==> config.mk <==
export PLATFORM = sky130hd
export DESIGN_NAME = pixel_scanner
export DESIGN_NICKNAME = d
export VERILOG_FILES = /design/src/rtl/pixel_scanner.sv
export SDC_FILE = /design/constraint.sdc
export NUM_CORES = 1
export LEC_CHECK = 0
export CELL_PAD_IN_SITES_DETAIL_PLACEMENT = 1
export CELL_PAD_IN_SITES_GLOBAL_PLACEMENT = 1
export CORE_MARGIN = 2
export CORE_UTILIZATION = 40
export CTS_BUF_LIST = sky130_fd_sc_hd__clkbuf_8 sky130_fd_sc_hd__clkbuf_16
export DETAILED_ROUTE_END_ITERATION = 10
export GPL_ROUTABILITY_DRIVEN = 0
export PLACE_DENSITY_LB_ADDON = 0.1
export SLEW_MARGIN = 20
export SYNTH_ARGS = -nofsm -noshare
export SYNTH_HDL_FRONTEND = slang
export SYNTH_SLANG_ARGS = --single-unit
==> constraint.sdc <==
create_clock -name clk -period 5.15 [get_ports clk]
set_input_delay 0.515 -clock clk [delete_from_list [all_inputs] [get_ports clk]]
set_output_delay 0.515 -clock clk [all_outputs]
set_load 0.02 [all_outputs]
==> src/rtl/pixel_scanner.sv <==
// pixel_scanner: raster-order pixel coordinate generator with valid/ready handshake and frame flags
module pixel_scanner #(
  parameter int SCREEN_WIDTH  = 640,
  parameter int SCREEN_HEIGHT = 480,
  parameter int FRAME_CNT_W   = 16
) (
  input  logic                   clk,
  input  logic                   rst,
  input  logic                   start,
  input  logic                   abort,
  input  logic                   coords_ready,
  output logic [31:0]            screen_x,
  output logic [31:0]            screen_y,
  output logic                   coords_valid,
  output logic                   sof,
  output logic                   eol,
  output logic                   eof,
  output logic                   busy,
  output logic                   done,
  output logic [FRAME_CNT_W-1:0] frame_count
);
  typedef enum logic {IDLE, SCAN} state_t;
  localparam logic [15:0] X_MAX = 16'(SCREEN_WIDTH - 1);
  localparam logic [15:0] Y_MAX = 16'(SCREEN_HEIGHT - 1);
  state_t state, state_n;
  logic [15:0] x, y, x_n, y_n, x_inc, y_inc;
  logic valid_n, sof_n, eol_n, eof_n, done_n, acc;
  logic [FRAME_CNT_W-1:0] fc_n;
  always_ff @(posedge clk or posedge rst) begin
    if (rst) begin
      state        <= IDLE;
      x            <= '0;
      y            <= '0;
      coords_valid <= 1'b0;
      sof          <= 1'b0;
      eol          <= 1'b0;
      eof          <= 1'b0;
      done         <= 1'b0;
      frame_count  <= '0;
    end else begin
      state        <= state_n;
      x            <= x_n;
      y            <= y_n;
      coords_valid <= valid_n;
      sof          <= sof_n;
      eol          <= eol_n;
      eof          <= eof_n;
      done         <= done_n;
      frame_count  <= fc_n;
    end
  end
  assign acc   = coords_valid & coords_ready;
  assign x_inc = (x == X_MAX) ? 16'd0 : x + 16'd1;
  assign y_inc = (x == X_MAX) ? y + 16'd1 : y;
  always_comb begin
    state_n = state;
    x_n     = x;
    y_n     = y;
    valid_n = coords_valid;
    sof_n   = sof;
    eol_n   = eol;
    eof_n   = eof;
    done_n  = 1'b0;
    fc_n    = frame_count;
    if (state == IDLE) begin
      if (start && !abort) begin
        state_n = SCAN;
        x_n     = '0;
        y_n     = '0;
        valid_n = 1'b1;
        sof_n   = 1'b1;
        eol_n   = 1'b0;
        eof_n   = 1'b0;
      end
    end else if (abort || (acc && eof)) begin
      // abort beats any accept, including the eof pixel's
      state_n = IDLE;
      valid_n = 1'b0;
      sof_n   = 1'b0;
      eol_n   = 1'b0;
      eof_n   = 1'b0;
      done_n  = !abort;
      fc_n    = abort ? frame_count : frame_count + FRAME_CNT_W'(1);
    end else if (acc) begin
      x_n   = x_inc;
      y_n   = y_inc;
      sof_n = 1'b0;
      eol_n = x_inc == X_MAX;
      eof_n = (x_inc == X_MAX) && (y_inc == Y_MAX);
    end
  end
  assign screen_x = {16'd0, x};
  assign screen_y = {16'd0, y};
  assign busy     = state == SCAN;
endmodule

# After elaboration in Yosys (flattened, before gate mapping)
# Index checks and enable logic that the tools add are counted.
# word_totals
elab_cells,58
register_bits,54
out_inout_bits,86
input_bits,5
# classes
muxes,27
n_bitwise,2
reduce_logical,10
n_eq_ne,7
n_addsub,3
# op_table
op,count
$mux W16,9
$add A16 B1 Y16 const B,3
$eq A16 B10 Y1 const B,2
$mux W1,18
$eq A16 B9 Y1 const B,1
$reduce_and A3 Y1,2
$ne A2 B1 Y1 const B,2
$reduce_and A2 Y1,2
$logic_and A1 B1 Y1,3
$ne A3 B1 Y1 const B,1
$ne A2 B2 Y1 const B,1
$reduce_bool A2 Y1,1
$and A1 B1 Y1,1
$logic_not A1 Y1,1
$logic_or A1 B1 Y1,1
$not A1 Y1,1

# Longest topological paths before layout
# Gate-level depths: netlist of the first run.
# depth
depth_word,7
depth_mapped,9
ltp_nobuf,8

# Worst setup path before layout of the first run
# No wires, ideal clock.
# synth_timing
path_kind,register -> register
from,reg x[0]
to,reg eof
t_required_ns,5.058
path_buffers,0
setup_slack_ns,2.751
arrival_time_ns,2.307
setup_time_ns,0.092
stages_incl_launch_ff,9
path_cell_list,dfrtp_1 -> ha_1 -> nand3_2 -> nand2b_4 -> or4_4 -> xnor2_2 -> a211oi_1 -> nand4_1 -> o31ai_2
# synth_via
elab_chain_cells,7
word_cells_on_any_way,10
cone_classes,1 x add/sub; 3 x eq/ne; 5 x mux; 1 x reduce/logical
# synth_lines
item,line_no,text
start: declaration,26,"logic [15:0] x, y, x_n, y_n, x_inc, y_inc;"
start signal: assignment,42,x <= x_n;
$add A16 B1 Y16 / $eq A16 B10 Y1 (equally long branches),"53, 54",
$mux W16 (on tied branches),"53, 54",
$eq A16 B10 Y1 / $eq A16 B9 Y1 (equally long branches),89,eof_n = (x_inc == X_MAX) && (y_inc == Y_MAX);
$logic_and A1 B1 Y1 *,89,
$mux W1 *,84,end else if (acc) begin
$mux W1 *,75,end else if (abort || (acc && eof)) begin
$mux W1 *,65,if (state == IDLE) begin
end signal: assignment,47,eof <= eof_n;
end: declaration,17,"output logic eof,"
# Every way passes the cells marked *; elsewhere a longest branch is shown, timed or not. The select of a mux whose other input is x is not followed.
# A chain may end at the register's enable or synchronous reset.

# Worst setup path in the final report of the first run
# layout_timing
from,reg state (netlist: busy)
to,reg eof
# layout_via
elab_chain_cells,2
word_cells_on_any_way,4
cone_classes,1 x eq/ne; 1 x mux; 2 x reduce/logical
# layout_lines
item,line_no,text
start: declaration,25,"state_t state, state_n;"
start signal: assignment,41,state <= state_n;
$ne A3 B1 Y1 (no line) / $reduce_bool A2 Y1 (equally long branches),-,
$reduce_and A2 Y1 (no line),-,
# Several ways; a longest one is shown, not always the timed one.

==> results by group, run 1 <==
Status
  • Status: finished clean

CTS
  • Clock Tree Root: clkbuf_8
  • # resized after CTS: 0
  • Number of buffers created by CTS: 5
  • Worst-Skew Late Latency: 0.31 ns
  • H-tree depth: 2
  • Clock sink total: 54
  • CTS tree: yes
  • Hold-fix buffers, CTS: 0
  • Post-CTS repair timing setup buffer count: 0
  • Worst-path clk slew: 0.10 ns
  • Clock Path Buffers: 2

Finish
  • Proportion of layout cells with a drive suffix above 1: 8.76%
  • Final std cells w/o fill: 553
  • # diodes: 0
  • Nets: 452
  • Cell area after layout: 0.00416 mm²
  • Commonest non-fill, non-tap cells in the layout: nand2_1, clkdlybuf4s50_1, dfrtp_1
  • Commonest non-fill, non-tap cell in the layout: nand2_1
  • # fillers: 1028
  • P&R area growth vs syn: 17.5%

Global route
  • Gr ovfl total: 0
  • Initial antenna violation count: 0
  • First-pass GRT wire length: 15200 µm
  • Vias in the first global route: 2907
  • GR Util All Layers: 19.3%
  • Met3 Use GR: 2.29%
  • GRT met2 Usage: 32.6%
  • Largest net degree at the start of global routing: 55
  • Met1 GRT Util: 26.9%
  • Top Usage Layer GRT: met2

Floorplan
  • Die width: 98.0 µm
  • Die ar.: 0.00961 mm²
  • Die Span Y: 98.0 µm
  • Initial Utilization: 41.0%
  • Row count: 34
  • Num ports: 91
  • Core area: 0.00864 mm²

Timing
  • Final hold vios: 0
  • Final Cycle Share: 58.6%
  • Clk_skew: 0.00550 ns
  • Slew @ Worst Pin: 0.734 ns
  • Setup violators final: 0
  • Max Slew Vio Count: 0
  • Unrepaired setup endpoints after global routing: no
  • Worst rel slew slack: 51.1%
  • Fin crit period: 3.02 ns
  • Setup TNS: 0 ns
  • Fin worst setup slack: 2.13 ns
  • Max Clock Freq: 332 MHz

Worst setup path
  • Crit path capture type: flop
  • R2R Path Start: busy$_DFF_PP0_
  • Critical-path cell list: nand4b_1 > a21oi_2 > nand2_1 > nor4_1 > nor4b_2 > nand4_1 > o31ai_2
  • CP delay by family, top: simple AND/OR/NAND/NOR gates
  • WP data required: 5.37 ns
  • Crit path kind: flop to flop
  • Worst reg-to-reg setup slack: 2.13 ns
  • Worst r2r dst: eof$_DFFE_PP0P_
  • Worst R2R Path Depth: 7
  • Critical Path Fanout Max: 23
  • CP Launch Type: flop
  • Max stage delay on crit path: 0.83 ns
  • Bufs and invs on worst path: 0
  • Slowest cell on the critical path: dfrtp_1
  • Crit path arrival time: 3.24 ns

Synth
  • Register area share after synthesis: 38.2%
  • Number of distinct library cells after synthesis: 62
  • Cells after Synth: 396
  • Yosys reg bits: 54
  • Ys flop type: dfrtp_1
  • Avg Inst Size Synth: 8.93 µm²
  • Cell area after synthesis: 0.00354 mm²
  • Post-synth ARST share: 100%
  • Synth Warn #: 0
  • EDFF count, synth: 0

Worst hold path
  • Tightest Hold Check Type: flop to flop
  • WHS Path Cells: 1
  • HP Start: frame_count[15]$_DFFE_PP0P_
  • Min-Delay Endpoint: frame_count[15]$_DFFE_PP0P_

Drt
  • Post-route ant nets: 0
  • Drt drc: 0
  • Vias: 2991
  • 1st-iter DRT viols: 98
  • Wirelength, routed: 9140 µm
  • First-pass DRT Iterations: 4
  • DR WL/cell: 16.5 µm
  • Vias per cell: 5.41

Placed design
  • Post-placement worst setup slack: 2.05 ns
  • PortBufs: 58
  • HPWL Detailed: 6540 µm
  • Cell Area, Placed: 0.00405 mm²
  • Placed insts: 545

Pwr
  • PnR Total Power: 1.13 mW
  • P_leak: 1.72 nW
  • Max VDD drop: 0.188 mV
  • Pwr dens: 271 mW/mm²

Job
  • Max Cap Viol: 0
-- cell usage after synthesis (all sizes together), types with 2 or more instances --
cell type	count	area, µm²
mux2	3	33.8
nor3	11	71.3
buf	44	314
nand2b	4	32.5
and4	7	68.8
a21oi	19	98.9
xnor2	14	130
dfrtp	54	1350
nor2b	4	25.0
xor2	8	70.1
ha	3	37.5
a22o	5	43.8
nor4	5	37.5
nand4b	4	35.0
clkbuf	6	22.5
nor2	18	87.6
a31oi	2	12.5
o31ai	11	87.6
and2	4	25.0
nand2	61	229
mux2i	3	30.0
nand3	15	92.6
and3	14	104
a21o	3	22.5
nor3b	2	15.0
nand4	15	130
o21ai	36	180
nand3b	2	15.0
inv	5	18.8
o22ai	2	12.5
-- worst max-delay path by stage --
| stage | from | to | slack [ns] | cells after the start |
|---|---|---|---|---|
| floorplan | x[0]$_DFFE_PP0P_ | eof$_DFFE_PP0P_ | 2.75 | 8 |
| global placement | coords_ready | eof$_DFFE_PP0P_ | 2.23 | 8 |
| detailed placement | coords_ready | eof$_DFFE_PP0P_ | 2.05 | 8 |
| CTS | busy$_DFF_PP0_ | eof$_DFFE_PP0P_ | 2.14 | 7 |
| global route | busy$_DFF_PP0_ | eof$_DFFE_PP0P_ | 1.80 | 7 |
| finish | busy$_DFF_PP0_ | eof$_DFFE_PP0P_ | 2.13 | 7 |
-- worst reg2reg max path, delay by kind of cell, from the launching register on --
kind,cells,cell delay [ns]
and+or+nand+nor,5,1.31
AOI/OAI and AO/OA,2,0.79
DFF,1,0.83
-- flip-flops by register name, summed over array words and instances (netlist names) --
name and count:
frame_count 16, x 16, y 16, busy 1, coords_valid 1, done 1, eof 1, eol 1
sof 1
-- area by class of cell --
cell class | count | area (µm²) | share of cell area [%]
clock inverters | 3 | 41.3 | 0.993
well taps | 108 | 135 | 3.25
repair buffers | 60 | 596 | 14.3
flip-flops and latches | 54 | 1350 | 32.5
inverters | 5 | 18.8 | 0.451
multi-input cells | 318 | 1950 | 46.8
clock buffers | 5 | 68.8 | 1.66
-- metal layers --
layer	up-vias	wire, µm
met4	0	70
li1	1445	-
met1	1470	4320
met2	70	4450
met5	-	0
met3	6	301
-- power by group --
group | internal, mW | switching [mW]
Sequential | 0.460 | 0.0829
Combinational | 0.126 | 0.171
Clock | 0.143 | 0.144
Total | 0.730 | 0.398
-- stage by stage --
step	util, %	hold WS, ns
detailed placement	46.9	0.482
global route	48.1	0.522
finish	48.1	0.486
global placement	46.9	0.465
CTS	48.1	0.497
floorplan	-	0.578
-- logic make-up (layout without fill, tap and decap cells) --
| group | Yosys count | after routing | share of synthesized area [%] |
|---|---|---|---|
| AO/OA/AOI/OAI | 85 | 85 | 14.5 |
| XOR/XNOR | 22 | 22 | 5.66 |
| other | 1 | 32 | 0.106 |
| multiplexers | 6 | 6 | 1.80 |
| adder cells (fa/ha/maj) | 3 | 3 | 1.06 |
| AND/OR/NAND/NOR | 170 | 170 | 28.6 |
| flip-flops | 54 | 54 | 38.2 |
| buffers and inverters | 55 | 73 | 10.0 |
No activity file was read; power rests on OpenSTA's default activity.
==> run 2, diff against run 1 <==
--- a/config.mk
+++ b/config.mk
@@ -8,7 +8,7 @@
 export CELL_PAD_IN_SITES_DETAIL_PLACEMENT = 1
 export CELL_PAD_IN_SITES_GLOBAL_PLACEMENT = 1
 export CORE_MARGIN = 2
-export CORE_UTILIZATION = 40
+export CORE_UTILIZATION = 37
 export CTS_BUF_LIST = sky130_fd_sc_hd__clkbuf_8 sky130_fd_sc_hd__clkbuf_16
 export DETAILED_ROUTE_END_ITERATION = 10
 export GPL_ROUTABILITY_DRIVEN = 0
==> constraint.sdc (replaced) <==
create_clock -name clk -period 3.1 [get_ports clk]
set_input_delay 0.31 -clock clk [delete_from_list [all_inputs] [get_ports clk]]
set_output_delay 0.31 -clock clk [all_outputs]
set_load 0.02 [all_outputs]
==> run 2 against run 1 <==
Effect of this change: first-iteration DRC count grew 6.1%; count of clock-buffer cells in the layout is the same; final cell count up 4.3%; clock power up 74%; fmax up 20%; critical path type unchanged; critical endpoint unchanged; largest cell class unchanged; via count up 0.64%.
==> results by group, run 2 (synthesis results as in run 1) <==
Status
  • Status: finished clean

Global route
  • First-pass GRT wire length: 15300 µm (+1.0%)
  • GR Util All Layers: 18.6% (-0.72 points)
  • Largest net degree at the start of global routing: 41 (-25%)
  • Vias in the first global route: 3011 (+3.6%)
  • Initial antenna violation count: 0 (unchanged)
  • Gr ovfl total: 0 (unchanged)

Pwr
  • Pwr dens: 451 mW/mm² (+66%)
  • P_leak: 1.74 nW (+0.88%)
  • Max VDD drop: 0.242 mV (+29%)

Worst setup path
  • Crit path kind: flop to flop
  • CP Launch Type: flop
  • Crit path arrival time: 2.75 ns (-0.49 ns)
  • CP endpoint: eof$_DFFE_PP0P_
  • R2R Path Start: x[0]$_DFFE_PP0P_
  • Worst r2r dst: eof$_DFFE_PP0P_
  • WP data required: 3.33 ns (-2.04 ns)
  • Crit path capture type: flop
  • Worst R2R Path Depth: 8 (+1)
  • Worst reg-to-reg setup slack: 0.58 ns (-1.56 ns)
  • Critical Path Fanout Max: 8 (-65%)
  • Crit path launch: x[0]$_DFFE_PP0P_

Floorplan
  • Die width: 102 µm (+3.8%)
  • Die ar.: 0.0104 mm² (+7.8%)
  • Row count: 35 (+2.9%)
  • Die Span Y: 102 µm (+3.8%)
  • Core area: 0.00924 mm² (+7.0%)
  • Initial Utilization: 38.3% (-2.7 points)
  • Num ports: 91 (unchanged)

Timing
  • Max Clock Freq: 397 MHz (+20%)
  • Setup violators final: 0 (unchanged)
  • Fin crit period: 2.52 ns (-0.494 ns)
  • Final Cycle Share: 81.3% (+23 points)
  • Final hold vios: 0 (unchanged)
  • Worst rel slew slack: 57.0% (+5.9 points)
  • Hold slack: 0.396 ns (-0.0898 ns)
  • Slew @ Worst Pin: 0.644 ns (-0.0897 ns)
  • Clk_skew: 0.00764 ns (+0.00214 ns)
  • Max Slew Vio Count: 0 (unchanged)
  • Fin worst setup slack: 0.578 ns (-1.56 ns)
  • Setup TNS: 0 ns (unchanged)
  • Unrepaired setup endpoints after global routing: no

Drt
  • DR WL/cell: 16.3 µm (-1.4%)
  • 1st-iter DRT viols: 104 (+6.1%)
  • First-pass DRT Iterations: 4 (unchanged)
  • Drt drc: 0 (unchanged)
  • Vias: 3010 (+0.64%)
  • Vias per cell: 5.22 (-3.6%)
  • Post-route ant nets: 0 (unchanged)
  • Wirelength, routed: 9400 µm (+2.8%)

CTS
  • Worst-Skew Late Latency: 0.32 ns (about the same)
  • Number of buffers created by CTS: 5 (unchanged)
  • Hold-fix buffers, CTS: 0 (unchanged)
  • CTS tree: yes
  • H-tree depth: 2 (unchanged)
  • # resized after CTS: 0 (unchanged)
  • Worst-path clk slew: 0.11 ns (about the same)
  • Clock Path Buffers: 2 (unchanged)
  • Post-CTS repair timing setup buffer count: 0 (unchanged)
  • Clock sink total: 54 (unchanged)
  • Clock Tree Root: clkbuf_8

Finish
  • # diodes: 0 (unchanged)
  • Commonest non-fill, non-tap cell in the layout: nand2_1
  • Commonest non-fill, non-tap cells in the layout: nand2_1, clkdlybuf4s50_1, dfrtp_1
  • Largest regs: frame_count: 16 flops, x: 16 flops, y: 16 flops
  • Nets: 455 (+0.66%)
  • Final std cells w/o fill: 577 (+4.3%)
  • Proportion of layout cells with a drive suffix above 1: 9.38% (+0.61 points)
  • P&R area growth vs syn: 18.9%

Worst hold path
  • Tightest Hold Check Type: primary input to async pin

Placed design
  • HPWL Detailed: 6840 µm (+4.7%)
  • Placed insts: 569 (+4.4%)
  • Post-placement worst setup slack: 0.611 ns (-1.44 ns)
  • PortBufs: 58 (unchanged)

Job
  • Max Cap Viol: 0 (unchanged)
==> run 2: final cells by class <==
class	count	area (µm²)
clock buffers	5	68.8
clock inverters	3	41.3
fillers	1088	5030
inverters	5	18.8
multi-input cells	318	1950
flip-flops and latches	54	1350
well taps	129	161
repair buffers	63	618
==> run 2: routing by layer <==
layer | global-route usage, % | vias up | part of all wire (%) | wire (µm)
met4 | 4.26 | 0 | 0.88 | 83
li1 | - | 1450 | - | -
met5 | 0 | - | 0 | 0
met2 | 31.7 | 74 | 49 | 4570
met1 | 25.0 | 1477 | 47 | 4400
met3 | 2.69 | 9 | 3.7 | 347
==> run 2: critical path, stage by stage, from the launching register on <==
cell,delay (ns)
dfrtp_1,0.49
ha_1,0.33
nand3_2,0.19
nand2b_4,0.23
or4_4,0.55
xnor2_2,0.14
a211oi_1,0.18
nand4_1,0.14
o31ai_2,0.18
==> run 2: report_power, final <==
| part | internal, mW | switching, mW |
|---|---|---|
| clock | 0.239 | 0.260 |
| combinational | 0.214 | 0.289 |
| sequential | 0.764 | 0.133 |
| total | 1.22 | 0.683 |
==> run 2: per-stage QoR <==
stage	util [%]	power [mW]	area, µm²
after floorplan	-	1.24	3650
after global placement	44.3	1.41	4100
after detailed placement	44.3	1.42	4100
after CTS	45.5	1.92	4210
after global routing	45.5	2.00	4210
final	45.5	1.90	4210
==> run 2: worst min path at each step <==
stage | from | endpoint | cells after the start
after CTS | rst | y[5]$_DFFE_PP0P_ | 2
after global placement | frame_count[15]$_DFFE_PP0P_ | frame_count[15]$_DFFE_PP0P_ | 1
after detailed placement | frame_count[15]$_DFFE_PP0P_ | frame_count[15]$_DFFE_PP0P_ | 1
after global routing | rst | y[1]$_DFFE_PP0P_ | 2
final | rst | x[6]$_DFFE_PP0P_ | 2
after floorplan | abort | busy$_DFF_PP0_ | 1
==> run 3, diff against run 2 <==
==> constraint.sdc (replaced) <==
create_clock -name clk -period 2.45 [get_ports clk]
set_input_delay 0.245 -clock clk [delete_from_list [all_inputs] [get_ports clk]]
set_output_delay 0.245 -clock clk [all_outputs]
set_load 0.02 [all_outputs]
==> run 3 against run 2 <==
Effect of this change: count of clock-buffer cells in the layout did not move; worst hold slack worse by 0.059 ns; sequential share of layout area decreased by 1.3 points; largest power group unchanged; highest routed layer unchanged.
==> results by group, run 3 (synthesis results as in run 1) <==
Timing
  • Fin worst setup slack: 0.167 ns (-0.411 ns)
  • Max Slew Vio Count: 0 (unchanged)
  • Hold slack: 0.337 ns (-0.0586 ns)
  • Setup violators final: 0 (unchanged)
  • Clk_skew: 0.00725 ns (-0.000394 ns)
  • Fin crit period: 2.28 ns (-0.239 ns)
  • Final hold vios: 0 (unchanged)
  • Unrepaired setup endpoints after global routing: no
  • Setup TNS: 0 ns (unchanged)
  • Max Clock Freq: 438 MHz (+10%)
  • Slew @ Worst Pin: 0.657 ns (+0.0131 ns)
  • Worst rel slew slack: 56.1% (-0.87 points)
  • Final Cycle Share: 93.2% (+12 points)

Global route
  • First-pass GRT wire length: 16300 µm (+6.1%)
  • GR Util All Layers: 19.9% (+1.3 points)
  • Vias in the first global route: 3169 (+5.2%)
  • Largest net degree at the start of global routing: 29 (-29%)
  • Initial antenna violation count: 0 (unchanged)
  • Gr ovfl total: 0 (unchanged)

Worst setup path
  • Critical Path Fanout Max: 7 (-1)
  • R2R Path Start: x[11]$_DFFE_PP0P_
  • Worst R2R Path Depth: 7 (-1)
  • CP delay by family, top: simple AND/OR/NAND/NOR gates
  • Bufs and invs on worst path: 0 (unchanged)
  • Crit path launch: x[11]$_DFFE_PP0P_
  • Crit path capture type: flop
  • Slowest cell on the critical path: or4_4
  • Max stage delay on crit path: 0.58 ns (+0.03 ns)
  • Worst reg-to-reg setup slack: 0.17 ns (-0.41 ns)
  • WP data required: 2.68 ns (-0.65 ns)
  • Crit path kind: flop to flop
  • CP Launch Type: flop
  • Worst r2r dst: eof$_DFFE_PP0P_
  • Crit path arrival time: 2.51 ns (-0.24 ns)
  • Critical-path cell list: nor3_4 > nand4_4 > or4_4 > xnor2_2 > a211oi_1 > nand4_1 > o31ai_2

Drt
  • Drt drc: 0 (unchanged)
  • Vias: 3133 (+4.1%)
  • 1st-iter DRT viols: 105 (+0.96%)
  • Post-route ant nets: 0 (unchanged)
  • Vias per cell: 5.24 (+0.43%)
  • DR WL/cell: 16.7 µm (+2.4%)
  • First-pass DRT Iterations: 4 (unchanged)
  • Wirelength, routed: 9970 µm (+6.1%)

Finish
  • Cell area after layout: 0.00439 mm² (+4.3%)
  • Nets: 476 (+4.6%)
  • # diodes: 0 (unchanged)
  • P&R area growth vs syn: 24.1%
  • Final core occ: 47.5% (+2.0 points)
  • # fillers: 1105 (+1.6%)
  • Commonest non-fill, non-tap cell in the layout: nand2_1
  • Commonest non-fill, non-tap cells in the layout: nand2_1, clkdlybuf4s50_1, dfrtp_1
  • Final std cells w/o fill: 598 (+3.6%)
  • Proportion of layout cells with a drive suffix above 1: 13.9% (+4.5 points)
  • Largest regs: frame_count: 16 flops, x: 16 flops, y: 16 flops

CTS
  • Worst-path clk slew: 0.11 ns (about the same)
  • Number of buffers created by CTS: 5 (unchanged)
  • Worst-Skew Late Latency: 0.32 ns (about the same)
  • CTS tree: yes
  • H-tree depth: 2 (unchanged)
  • Clock Tree Root: clkbuf_8
  • Clock Path Buffers: 2 (unchanged)
  • Clock sink total: 54 (unchanged)
  • Post-CTS repair timing setup buffer count: 0 (unchanged)

Pwr
  • Net load switching power: 872 µW (+28%)
  • Sw frac: 35.6% (-0.37 points)
  • Max VDD drop: 0.325 mV (+34%)
  • Comb power frac: 29.9% (+3.4 points)
  • Reg power frac: 44.6% (-2.7 points)
  • Internal power: 1.58 mW (+30%)
  • Pwr dens: 559 mW/mm² (+24%)
  • PnR Total Power: 2.45 mW (+29%)
  • P_leak: 1.85 nW (+6.4%)
  • Clock power share: 25.4% (-0.9 points)

Status
  • Status: finished clean

Floorplan
  • Die Span Y: 102 µm (unchanged)
  • Num ports: 91 (unchanged)
  • Initial Utilization: 38.3% (unchanged)
  • Core area: 0.00924 mm² (unchanged)
  • Row count: 35 (unchanged)
  • Die ar.: 0.0104 mm² (unchanged)
  • Die width: 102 µm (unchanged)

Job
  • Max Cap Viol: 0 (unchanged)

Placed design
  • PortBufs: 58 (unchanged)
  • Cell Area, Placed: 0.00427 mm² (+4.2%)
  • HPWL Detailed: 7280 µm (+6.4%)
  • Post-placement worst setup slack: 0.139 ns (-0.472 ns)
  • Placed insts: 590 (+3.7%)

Worst hold path
  • Tightest Hold Check Type: primary input to async pin
==> run 3: worst max-delay path by stage <==
stage                      endpoint  slack [ns]  cells past startpoint
floorplan           eof$_DFFE_PP0P_        0.05                      8
global placement    eof$_DFFE_PP0P_        0.18                      8
finish              eof$_DFFE_PP0P_        0.17                      7
CTS                 eof$_DFFE_PP0P_        0.08                      8
global route        eof$_DFFE_PP0P_        0.04                      8
detailed placement  eof$_DFFE_PP0P_        0.14                      8
==> run 3: per-layer routing <==
layer	vias up	global-route usage (%)	wire [µm]
li1	1494	-	-
met5	-	0	0
met4	0	5.41	97
met1	1552	26.5	4660
met3	9	2.00	356
met2	78	34.5	4860
==> run 3: final cells by class <==
type	count	area, µm²	share of cell area, %
well taps	129	161	3.68
repair buffers	84	788	18.0
clock buffers	5	68.8	1.57
multi-input cells	318	1960	44.6
clock inverters	3	41.3	0.941
flip-flops and latches	54	1350	30.8
inverters	5	18.8	0.428
==> run 3: power by group through the flow <==
| stage | logic (mW) | clock network [mW] | registers, mW |
|---|---|---|---|
| 2_1_floorplan | 0.401 | 0 | 1.17 |
| 3_3_place_gp | 0.725 | 0 | 1.10 |
| 3_5_place_dp | 0.732 | 0 | 1.11 |
| 4_1_cts | 0.737 | 0.631 | 1.09 |
| 5_1_grt | 0.805 | 0.656 | 1.11 |
| 6_report | 0.734 | 0.624 | 1.09 |
==> run 3: repair_timing <==
action,CTS,global route
hold buffers,0,0
gates resized for setup,0,3
setup endpoints to repair,0,5
